`src/rtl/mem_access_unit.sv`:
```
// Load/store initiator for the big-endian byte-addressed data memory: sub-word load
// extraction with sign/zero extension and read-modify-write for byte/halfword stores.
module mem_access_unit #(
   parameter int READ_LATENCY = 1,
   parameter int MEM_BYTES    = 2000
) (
   input  logic        Clk,
   input  logic        Reset,
   input  logic        Req,
   input  logic [2:0]  Op,
   input  logic [31:0] Addr,
   input  logic [31:0] Store_data,
   output logic [31:0] Load_data,
   output logic        Busy,
   output logic        Done,
   output logic        Err,
   output logic [31:0] Mem_address,
   output logic [31:0] Mem_write_data,
   output logic        Mem_read,
   output logic        Mem_write,
   input  logic [31:0] Mem_read_data,
   output logic [2:0]  o_dbg_state
);

   // Handshake: Req is sampled only while idle (Busy=0); a request is complete on the
   // single cycle where Done=1, with Err qualifying it. Req during Busy is dropped.

   localparam logic [2:0] OP_LB  = 3'b000;
   localparam logic [2:0] OP_LH  = 3'b001;
   localparam logic [2:0] OP_SW  = 3'b010;
   localparam logic [2:0] OP_LW  = 3'b011;
   localparam logic [2:0] OP_LBU = 3'b100;
   localparam logic [2:0] OP_LHU = 3'b101;
   localparam logic [2:0] OP_SB  = 3'b110;
   localparam logic [2:0] OP_SH  = 3'b111;

   localparam logic [7:0]  CNT_LAST  = 8'(READ_LATENCY);
   localparam logic [31:0] MEM_LIMIT = 32'(MEM_BYTES);

   typedef enum logic [2:0] {
      S_IDLE = 3'd0,
      S_RD   = 3'd1,
      S_WR   = 3'd2,
      S_DONE = 3'd3,
      S_ERR  = 3'd4
   } state_t;

   state_t      r_state;
   state_t      w_next;
   logic [2:0]  r_op;
   logic [31:0] r_addr;
   logic [31:0] r_wdata;
   logic [31:0] r_load_data;
   logic [7:0]  r_cnt;

   logic        w_misalign;
   logic        w_range_err;
   logic        w_req_err;
   logic        w_rd_last;
   logic        w_is_store;
   logic [7:0]  w_byte;
   logic [15:0] w_half;
   logic [31:0] w_load;
   logic [31:0] w_merge;

   always_comb begin
      w_misalign  = (((Op == OP_LH) || (Op == OP_LHU) || (Op == OP_SH)) && Addr[0]) ||
                    (((Op == OP_LW) || (Op == OP_SW)) && (Addr[1:0] != 2'b00));
      // Any access whose containing word runs past the end of memory is rejected.
      w_range_err = {Addr[31:2], 2'b11} >= MEM_LIMIT;
      w_req_err   = w_misalign || w_range_err;
      w_rd_last   = (r_cnt == CNT_LAST);
      w_is_store  = (r_op == OP_SB) || (r_op == OP_SH);
   end

   always_comb begin
      w_byte = 8'h00;
      case (r_addr[1:0])
         2'd0:    w_byte = Mem_read_data[31:24];
         2'd1:    w_byte = Mem_read_data[23:16];
         2'd2:    w_byte = Mem_read_data[15:8];
         default: w_byte = Mem_read_data[7:0];
      endcase
      w_half = r_addr[1] ? Mem_read_data[15:0] : Mem_read_data[31:16];

      w_load = Mem_read_data;
      case (r_op)
         OP_LB:   w_load = {{24{w_byte[7]}}, w_byte};
         OP_LBU:  w_load = {24'h0, w_byte};
         OP_LH:   w_load = {{16{w_half[15]}}, w_half};
         OP_LHU:  w_load = {16'h0, w_half};
         default: w_load = Mem_read_data;
      endcase

      w_merge = Mem_read_data;
      if (r_op == OP_SB) begin
         case (r_addr[1:0])
            2'd0:    w_merge[31:24] = r_wdata[7:0];
            2'd1:    w_merge[23:16] = r_wdata[7:0];
            2'd2:    w_merge[15:8]  = r_wdata[7:0];
            default: w_merge[7:0]   = r_wdata[7:0];
         endcase
      end else if (r_addr[1]) begin
         w_merge[15:0] = r_wdata[15:0];
      end else begin
         w_merge[31:16] = r_wdata[15:0];
      end
   end

   always_comb begin
      w_next = r_state;
      case (r_state)
         S_IDLE: begin
            if (Req) begin
               if (w_req_err)        w_next = S_ERR;
               else if (Op == OP_SW) w_next = S_WR;
               else                  w_next = S_RD;
            end
         end
         S_RD: begin
            if (w_rd_last) w_next = w_is_store ? S_WR : S_DONE;
         end
         S_WR:    w_next = S_DONE;
         S_DONE:  w_next = S_IDLE;
         S_ERR:   w_next = S_IDLE;
         default: w_next = S_IDLE;
      endcase
   end

   always_ff @(posedge Clk) begin
      if (Reset) begin
         r_state     <= S_IDLE;
         r_op        <= 3'b000;
         r_addr      <= 32'h0;
         r_wdata     <= 32'h0;
         r_load_data <= 32'h0;
         r_cnt       <= 8'h0;
      end else begin
         r_state <= w_next;
         case (r_state)
            S_IDLE: begin
               if (Req) begin
                  r_op    <= Op;
                  r_addr  <= Addr;
                  r_wdata <= Store_data;
                  r_cnt   <= 8'h0;
               end
            end
            S_RD: begin
               if (w_rd_last) begin
                  if (w_is_store) r_wdata     <= w_merge;
                  else            r_load_data <= w_load;
               end else begin
                  r_cnt <= r_cnt + 8'd1;
               end
            end
            default: ;
         endcase
      end
   end

   always_comb begin
      Load_data      = r_load_data;
      Busy           = (r_state != S_IDLE);
      Done           = (r_state == S_DONE) || (r_state == S_ERR);
      Err            = (r_state == S_ERR);
      Mem_read       = (r_state == S_RD);
      Mem_write      = (r_state == S_WR);
      Mem_address    = 32'h0;
      Mem_write_data = 32'h0;
      if ((r_state == S_RD) || (r_state == S_WR)) Mem_address = {r_addr[31:2], 2'b00};
      if (r_state == S_WR) Mem_write_data = r_wdata;
      o_dbg_state    = r_state;
   end

endmodule
```
`config.mk`:
```
export PLATFORM = sky130hd
export DESIGN_NAME = mem_access_unit
export DESIGN_NICKNAME = d
export VERILOG_FILES = /design/src/rtl/mem_access_unit.sv
export SDC_FILE = /design/constraint.sdc
export NUM_CORES = 1
export LEC_CHECK = 0
export CELL_PAD_IN_SITES_DETAIL_PLACEMENT = 1
export CELL_PAD_IN_SITES_GLOBAL_PLACEMENT = 2
export CORE_MARGIN = 4
export CORE_UTILIZATION = 35
export CTS_CLUSTER_DIAMETER = 60
export CTS_CLUSTER_SIZE = 16
export DETAILED_ROUTE_END_ITERATION = 10
export DONT_BUFFER_PORTS = 1
export PLACE_DENSITY_LB_ADDON = 0.1
export SYNTH_ARGS = -nofsm -noshare
export SYNTH_HDL_FRONTEND = slang
export SYNTH_SLANG_ARGS = --single-unit
```
`constraint.sdc`:
```
create_clock -name Clk -period 2.45 [get_ports Clk]
set_input_delay 0.49 -clock Clk [delete_from_list [all_inputs] [get_ports Clk]]
set_output_delay 0.49 -clock Clk [all_outputs]
set_load 0.05 [all_outputs]
```
After elaboration in Yosys (flattened, before gate mapping)
Cells that the tools add are included.
Widths: inputs -> output; s select.
{ "totals": {"output_inout_bits": 104, "wordCells": 83, "ff_bits": 110, "inputBits": 102} }
{ "op_classes": {"eq_ne": 23, "n_reduce_logical": 24, "bitwise_logic": 1, "n_mux": 25, "magnitude_cmp": 1, "n_addsub": 1} }
{ "op_table": {"columns": ["cell", "n"], "rows": [
  ["$mux 32", 6],
  ["$pmux 32 s4", 1],
  ["$pmux 32 s2", 1],
  ["$mux 16", 3],
  ["$mux 8", 6],
  ["$ge 32x11->1 const B", 1],
  ["$pmux 8 s3", 1],
  ["$eq 3x3->1 const B", 7],
  ["$pmux 8 s2", 1],
  ["$eq 3x2->1 const B", 4],
  ["$eq 3x1->1 const B", 3],
  ["$mux 3", 3],
  ["$pmux 3 s3", 1],
  ["$add 8x1->8 const B", 1],
  ["$eq 8x1->1 const B", 1],
  ["$logic_or 1x1->1", 8],
  ["$logic_not 3->1", 2],
  ["$reduce_and 3->1", 2],
  ["$reduce_and 6->1", 1],
  ["$reduce_and 5->1", 1],
  ["$ne 2x1->1 const B", 2],
  ["$ne 2x2->1 const B", 2],
  ["$reduce_and 2->1", 2],
  ["$reduce_and 4->1", 1],
  ["other kinds (12)", 14]
]} }

Longest topological paths before layout
Gate-level depths: netlist of the first run.
{ "depth": {"ltp_word": 9, "mapped_depth": 9, "depth_no_buf": 7} }

Worst setup path before layout of the first run
OpenSTA, ideal clock, no wires.
{ "synth_path": {"path_kind": "flip-flop to output port", "from": "reg r_state[2], in the netlist o_dbg_state[2]", "to": "out Done", "n_path_buf": 0, "setup_slack_ns": -0.675, "arrival_time_ns": 2.635, "required_ns": 1.960, "stages_incl_launch_ff": 3, "cell_sequence": "dfxtp_1 > nor3b_1 > o21bai_1"} }
{ "synth_via": {"elab_chain_cells": 2, "elab_cells_between_ends": 3, "classes_between": "2 x eq/ne; 1 x reduce/logical"} }
{ "synth_rtl": {"columns": ["item", "line_no", "rtl"], "rows": [
  ["from (decl)", "48", "state_t r_state;"],
  ["from (signal assigned)", "139", "r_state <= w_next;"],
  ["$eq 3x3->1", null, null],
  ["named net Err", "16", "output logic Err,"],
  ["$logic_or 1x1->1", "165", "Done = (r_state == S_DONE) || (r_state == S_ERR);"],
  ["to (decl)", "15", "output logic Done,"]
]} }
The timed path passes the listed nets, and every way through them passes these cells.

Worst setup path in the final report of the first run
{ "layout_path": {"from": "reg r_state[2], in the netlist o_dbg_state[2]", "to": "out Mem_write_data[3]"} }
{ "layout_via": {"elab_chain_cells": 2} }
{ "layout_rtl": {"columns": ["item", "line_no", "rtl"], "rows": [
  ["$eq 3x2->1", null, null],
  ["named net Mem_write", "20", "output logic Mem_write,"],
  ["$mux 32", "172", "if (r_state == S_WR) Mem_write_data = r_wdata;"],
  ["to (decl)", "18", "output logic [31:0] Mem_write_data,"]
]} }
The timed path passes the listed nets, and every way through them passes these cells.

==> results.sh, run 1 <==
export IMPL_outcome="finished, final reports clean"
export IMPL_viasPerCell=5.54
export IMPL_postCtsHoldBufs=0
export IMPL_synth_largest_area_cell="dfxtp_1"
export IMPL_cap_violations=0
export IMPL_nets=871
export IMPL_grt_max_degree=104
export IMPL_crit_path_end_kind="output pin"
export IMPL_setup_tns_ns=0
export IMPL_yosysUniqueCellTypes=57
export IMPL_worstSetupPathType="flop to output pin"
export IMPL_ys_top_cells_by_area="dfxtp_1 37%, nand2_1 7.0%, a21oi_1 5.8%, mux2i_1 5.3%, nor2_1 4.6%"
export IMPL_ff_latch_area_um2=2210
export IMPL_grt_pass1_wl_mm=32.6
export IMPL_rows=47
export IMPL_fin_util_pct=45.8
export IMPL_crit_fanout=34
export IMPL_fin_area_um2=7600
export IMPL_drive_gt1_share_pct=20.5
export IMPL_die_y_um=138
export IMPL_place_hpwl_mm=16.3
export IMPL_cts_tree="yes"
export IMPL_r2r_start="o_dbg_state[2]$_SDFFE_PP0P_"
export IMPL_synth_edff_count=0
export IMPL_hp_class="input pin to flop"
export IMPL_multiInputGateArea_um2=3470
export IMPL_insertion_delay_ns=0.35
export IMPL_h_tree_depth=3
export IMPL_hold_viol=0
export IMPL_min_period_ns=2.34
export IMPL_worst_pin_slew_ns=0.691
export IMPL_pin_count=206
export IMPL_syn_inst=736
export IMPL_ff2ff_setup_slack_ns=0.21
export IMPL_track_usage_pct=22.2
export IMPL_dr_pass1_iters=4
export IMPL_synthDominantCellAreaShare_pct=37.3
export IMPL_max_slew_margin_pct=53.8
export IMPL_grt_pass1_vias=5671
export IMPL_async_flop_share_pct=0
export IMPL_gp_congestion=0.866
export IMPL_skew_ns=0.00534
export IMPL_fp_dieW_um=138
export IMPL_cp_endpoint="Mem_write_data[3]"
export IMPL_rr_endpoint="Load_data[7]$_SDFFE_PP0P_"
export IMPL_ant_nets=0
export IMPL_setup_viol=0
export IMPL_antenna_found_initial=1
export IMPL_drt_iter0_drc=281
export IMPL_stdcell_count=993
export IMPL_wl_per_cell_um=21.6
export IMPL_vias=5499
export IMPL_crit_required_ns=1.96
export IMPL_cp_startpoint="o_dbg_state[2]$_SDFFE_PP0P_"
export IMPL_portBuffers=0
export IMPL_synth_ff_type="dfxtp_1"
export IMPL_hold_worst_slack_ns=0.227
export IMPL_dp_cells=974
export IMPL_grt_setup_unrepaired="no"
export IMPL_cp_arrival_ns=1.85
export IMPL_fillCellCount=1955
export IMPL_power_density_nw_per_um2=546
export IMPL_max_freq_ghz=0.427
export IMPL_clockBufferDepth=2
export IMPL_drc=0
export IMPL_cts_root_buf="clkbuf_16"
export IMPL_total_leakage_power_uw=0.00276
export IMPL_ys_top_cells_by_count="110 x dfxtp_1, 110 x nand2_1, 73 x nor2_1"
export IMPL_synth_area_per_cell_um2=8.03
export IMPL_ys_seq_elements=110
export IMPL_area_growth_pct=28.6
export IMPL_fin_crit_sh_pct=95.6
export IMPL_drv_slew=0
export IMPL_die_area_um2=19000
export IMPL_ys_warn_count=0
export IMPL_yosysSeqAreaShare_pct=37.3
export IMPL_ir_worst_vdd_v=0.000330
export IMPL_core_area_um2=16600
export IMPL_cts_sinks=110
export IMPL_overflow=0
export IMPL_placed_cell_area_um2=7180
export IMPL_wl_mm=21.5
export IMPL_r2r_cells=7
export IMPL_syn_area_um2=5910
export IMPL_critPathLaunchType="flop"
export IMPL_initial_utilization_pct=35.6
export IMPL_clk_pin_slew_ns=0.07
export IMPL_numCtsBuffers=9
==> registers in the layout, indices dropped and copies added (netlist names) <==
| signal | count |
|---|---|
| r_cnt | 8 |
| o_dbg_state | 3 |
| Load_data | 32 |
| r_addr | 32 |
| r_op | 3 |
| r_wdata | 32 |
==> cells in the final DEF (no fill, tap or decap), drive strengths merged, types with 13 or more instances in the layout <==
cell / Yosys / layout
buf: 39 / 81
and2: 35 / 35
nor3: 47 / 47
a21oi: 73 / 73
mux2i: 31 / 31
dfxtp: 110 / 110
nor2b: 31 / 31
o21ai: 13 / 13
nand2: 111 / 111
a211oi: 31 / 31
nor2: 73 / 74
==> cell families after synthesis <==
logic type | synth area share (%)
AOI/OAI and AO/OA | 22.5
xor gates and xnor gates | 0.890
adders and majority gates | 0.424
buffers and inverters | 6.14
DFF | 37.3
muxes | 5.63
other | 0.0635
and+or+nand+nor | 27.1
==> worst min-delay path by stage <==
| stage | start | end | slack (ns) | cells past startpoint |
|---|---|---|---|---|
| after CTS | Reset | r_wdata[16]$_SDFFE_PP0P_ | 0.20 | 1 |
| final | Reset | r_addr[3]$_SDFFE_PP0P_ | 0.23 | 1 |
| after floorplan | r_wdata[18]$_SDFFE_PP0P_ | r_wdata[18]$_SDFFE_PP0P_ | 0.43 | 2 |
| after global placement | r_wdata[23]$_SDFFE_PP0P_ | r_wdata[23]$_SDFFE_PP0P_ | 0.43 | 2 |
| after detailed placement | r_addr[21]$_SDFFE_PP0P_ | r_addr[21]$_SDFFE_PP0P_ | 0.44 | 2 |
| after global routing | Reset | r_addr[3]$_SDFFE_PP0P_ | 0.21 | 1 |
==> worst max-delay path: stages, from the launching register on <==
cell	delay (ns)
dfxtp_2	0.35
nor3b_4	0.38
buf_6	0.34
and2_1	0.25
buf_12	0.15
==> area by class of cell <==
cell class | count | area share (%)
antenna | 1 | 0.0329
clock buffer | 10 | 3.01
clock inverter | 6 | 1.76
inverter | 7 | 0.346
multi-input combinational | 558 | 45.7
sequential | 110 | 29.0
tap | 220 | 3.62
timing repair buffer | 81 | 16.5
==> timing repair <==
action	CTS	global route
buffers inserted	0	1
gates resized for setup	2	4
endpoints found under the hold margin	0	0
endpoints found under the setup margin	30	68
gates cloned	1	0
pin swaps	1	1
==> stage by stage <==
step / setup WS [ns] / total power, uW
2_1_floorplan: 0.0998 / 2310
3_3_place_gp: 0.240 / 2370
3_5_place_dp: 0.107 / 2390
4_1_cts: -0.0601 / 4190
5_1_grt: 0.00752 / 4300
6_report: 0.108 / 4150
==> layer usage <==
metal	global-route usage, %	part of all wire, %	vias to the layer above
met1	26.2	39	2633
li1	-	-	2667
met2	39.0	51	177
met5	0	0.093	-
met3	6.31	8.2	20
met4	6.53	1.5	2
==> report_power, final <==
group          internal [uW]  leakage [uW]  switching [uW]
logic                    163       0.00168             263
registers               1860      0.000900            61.6
clock network           1100      0.000177             697
total                   3130       0.00276            1020
Power figures use the tool's default switching activity.
==> run 2, diff against run 1 <==
- CTS_CLUSTER_DIAMETER: 60 -> default
- REMOVE_ABC_BUFFERS: default -> 1
- TNS_END_PERCENT: default -> 10
==> results.sh, run 2 (synthesized netlist as in run 1, its figures left out) <==
export IMPL_critPathTopFamily="simple AND/OR/NAND/NOR gates"
export IMPL_cts_sinks=110
export IMPL_vias=5486
export IMPL_dr_pass1_iters=5
export IMPL_viasPerCell=5.52
export IMPL_ir_worst_vdd_v=0.000311
export IMPL_max_stage_delay_ns=0.56
export IMPL_grt_pass1_wl_mm=32.4
export IMPL_final_common_cell="nand2_1"
export IMPL_drive_gt1_share_pct=16.7
export IMPL_clk_pin_slew_ns=0.08
export IMPL_cap_violations=0
export IMPL_die_y_um=138
export IMPL_rr_endpoint="Load_data[26]$_SDFFE_PP0P_"
export IMPL_grt_max_degree=104
export IMPL_clockBufferDepth=2
export IMPL_ff2ff_setup_slack_ns=0.14
export IMPL_crit_path_end_kind="output pin"
export IMPL_initial_utilization_pct=35.6
export IMPL_placed_cell_area_um2=6920
export IMPL_max_slew_margin_pct=43.0
export IMPL_ant_nets=0
export IMPL_fin_area_um2=7330
export IMPL_fin_crit_sh_pct=96.0
export IMPL_gp_congestion=0.829
export IMPL_cts_setup_buffers=0
export IMPL_drv_slew=0
export IMPL_cts_tree="yes"
export IMPL_cp_num_cells=6
export IMPL_portBuffers=0
export IMPL_h_tree_depth=3
export IMPL_final_cell_mix="110 x nand2_1, 107 x dfxtp_1, 71 x nor2_1"
export IMPL_numCtsBuffers=9
export IMPL_overflow=0
export IMPL_hp_class="input pin to flop"
export IMPL_cp_arrival_ns=1.86
export IMPL_drc=0
export IMPL_worst_pin_slew_ns=0.853
export IMPL_grt_setup_unrepaired="yes"
export IMPL_area_growth_pct=24.1
export IMPL_postCtsHoldBufs=0
export IMPL_grt_pass1_vias=5646
export IMPL_stdcell_count=994
export IMPL_drt_iter0_drc=267
export IMPL_cts_root_buf="clkbuf_16"
export IMPL_power_density_nw_per_um2=522
export IMPL_total_leakage_power_uw=0.00270
export IMPL_outcome="finished, final reports clean"
export IMPL_die_area_um2=19000
export IMPL_r2r_start="o_dbg_state[2]$_SDFFE_PP0P_"
export IMPL_cp_slowest_cell="nor2_4"
export IMPL_core_area_um2=16600
export IMPL_place_hpwl_mm=15.6
export IMPL_worstSetupPathType="flop to output pin"
export IMPL_antenna_found_initial=0
export IMPL_diodes=0
export IMPL_crit_required_ns=1.96
export IMPL_rows=47
export IMPL_hold_start="Reset"
export IMPL_hold_viol=0
export IMPL_skew_ns=0.0100
export IMPL_track_usage_pct=21.9
export IMPL_wl_per_cell_um=21.0
export IMPL_wl_mm=20.9
export IMPL_min_period_ns=2.35
export IMPL_crit_fanout=31
export IMPL_insertion_delay_ns=0.35
export IMPL_path_cells="nor2_2 -> nand2_1 -> inv_2 -> nor2_4 -> nor2b_1 -> buf_6"
export IMPL_setup_viol=0
export IMPL_pin_count=206
export IMPL_max_freq_ghz=0.425
export IMPL_hold_path_end="Load_data[13]$_SDFFE_PP0P_"
export IMPL_crit_buf_inv=2
export IMPL_r2r_cells=7
export IMPL_hold_depth=1
export IMPL_dp_cells=979
export IMPL_cp_startpoint="o_dbg_state[2]$_SDFFE_PP0P_"
export IMPL_nets=874
export IMPL_fp_dieW_um=138
export IMPL_critPathLaunchType="flop"
==> run 2: metrics by stage <==
step           utilization (%)  hold WS, ns  total power (uW)  setup WS, ns  setup TNS, ns
2_1_floorplan                -        0.421              2250         -2.12        -148.11
3_3_place_gp              41.7        0.428              2370         0.132              0
3_5_place_dp              41.7        0.437              2390        -0.102          -1.65
4_1_cts                   43.5        0.200              3860        0.0144              0
5_1_grt                   44.2        0.194              3990       -0.0655         -0.941
6_report                  44.2        0.205              3830        0.0973              0
==> run 2: layer usage <==
metal | vias to the layer above | track usage (%) | part of all wire, %
met2 | 143 | 34.1 | 46
li1 | 2664 | - | -
met3 | 21 | 6.17 | 7.6
met5 | - | 0 | 0
met1 | 2658 | 30.0 | 45
met4 | 0 | 5.76 | 1.4
==> run 2: worst max path at each step <==
stage	end	slack, ns
2_1_floorplan	Mem_address[10]	-2.12
3_3_place_gp	Mem_address[19]	0.13
3_5_place_dp	Mem_address[4]	-0.10
4_1_cts	Mem_address[26]	0.01
5_1_grt	Mem_address[13]	-0.07
6_report	Mem_address[26]	0.1
==> run 2: worst register-to-register path: stages, from the launching register on <==
cell,delay [ns]
dfxtp_4,0.36
nor2_2,0.12
nand2_1,0.10
inv_2,0.09
buf_4,0.41
nand3_2,0.56
a211oi_1,0.46
nor3_1,0.09
==> run 2: layout make-up <==
cell class	instances	area, um^2
Clock inverter	4	47.5
Timing Repair Buffer	85	1160
Multi-Input combinational cell	557	3370
Tap cell	220	275
Fill cell	2008	9250
Sequential cell	110	2210
Inverter	7	26.3
Clock buffer	11	243
==> run 2: report_power, final <==
group	internal, uW	leakage [uW]	switching (uW)
Sequential	1860	0.000900	59.7
Clock	814	0.000141	672
Combinational	161	0.00166	263
Total	2830	0.00270	995
==> run 2: repair_timing <==
| item | in CTS | in global routing |
|---|---|---|
| resized for setup | 2 | 33 |
| pin swaps | 1 | 0 |
| endpoints found under the setup margin | 30 | 51 |
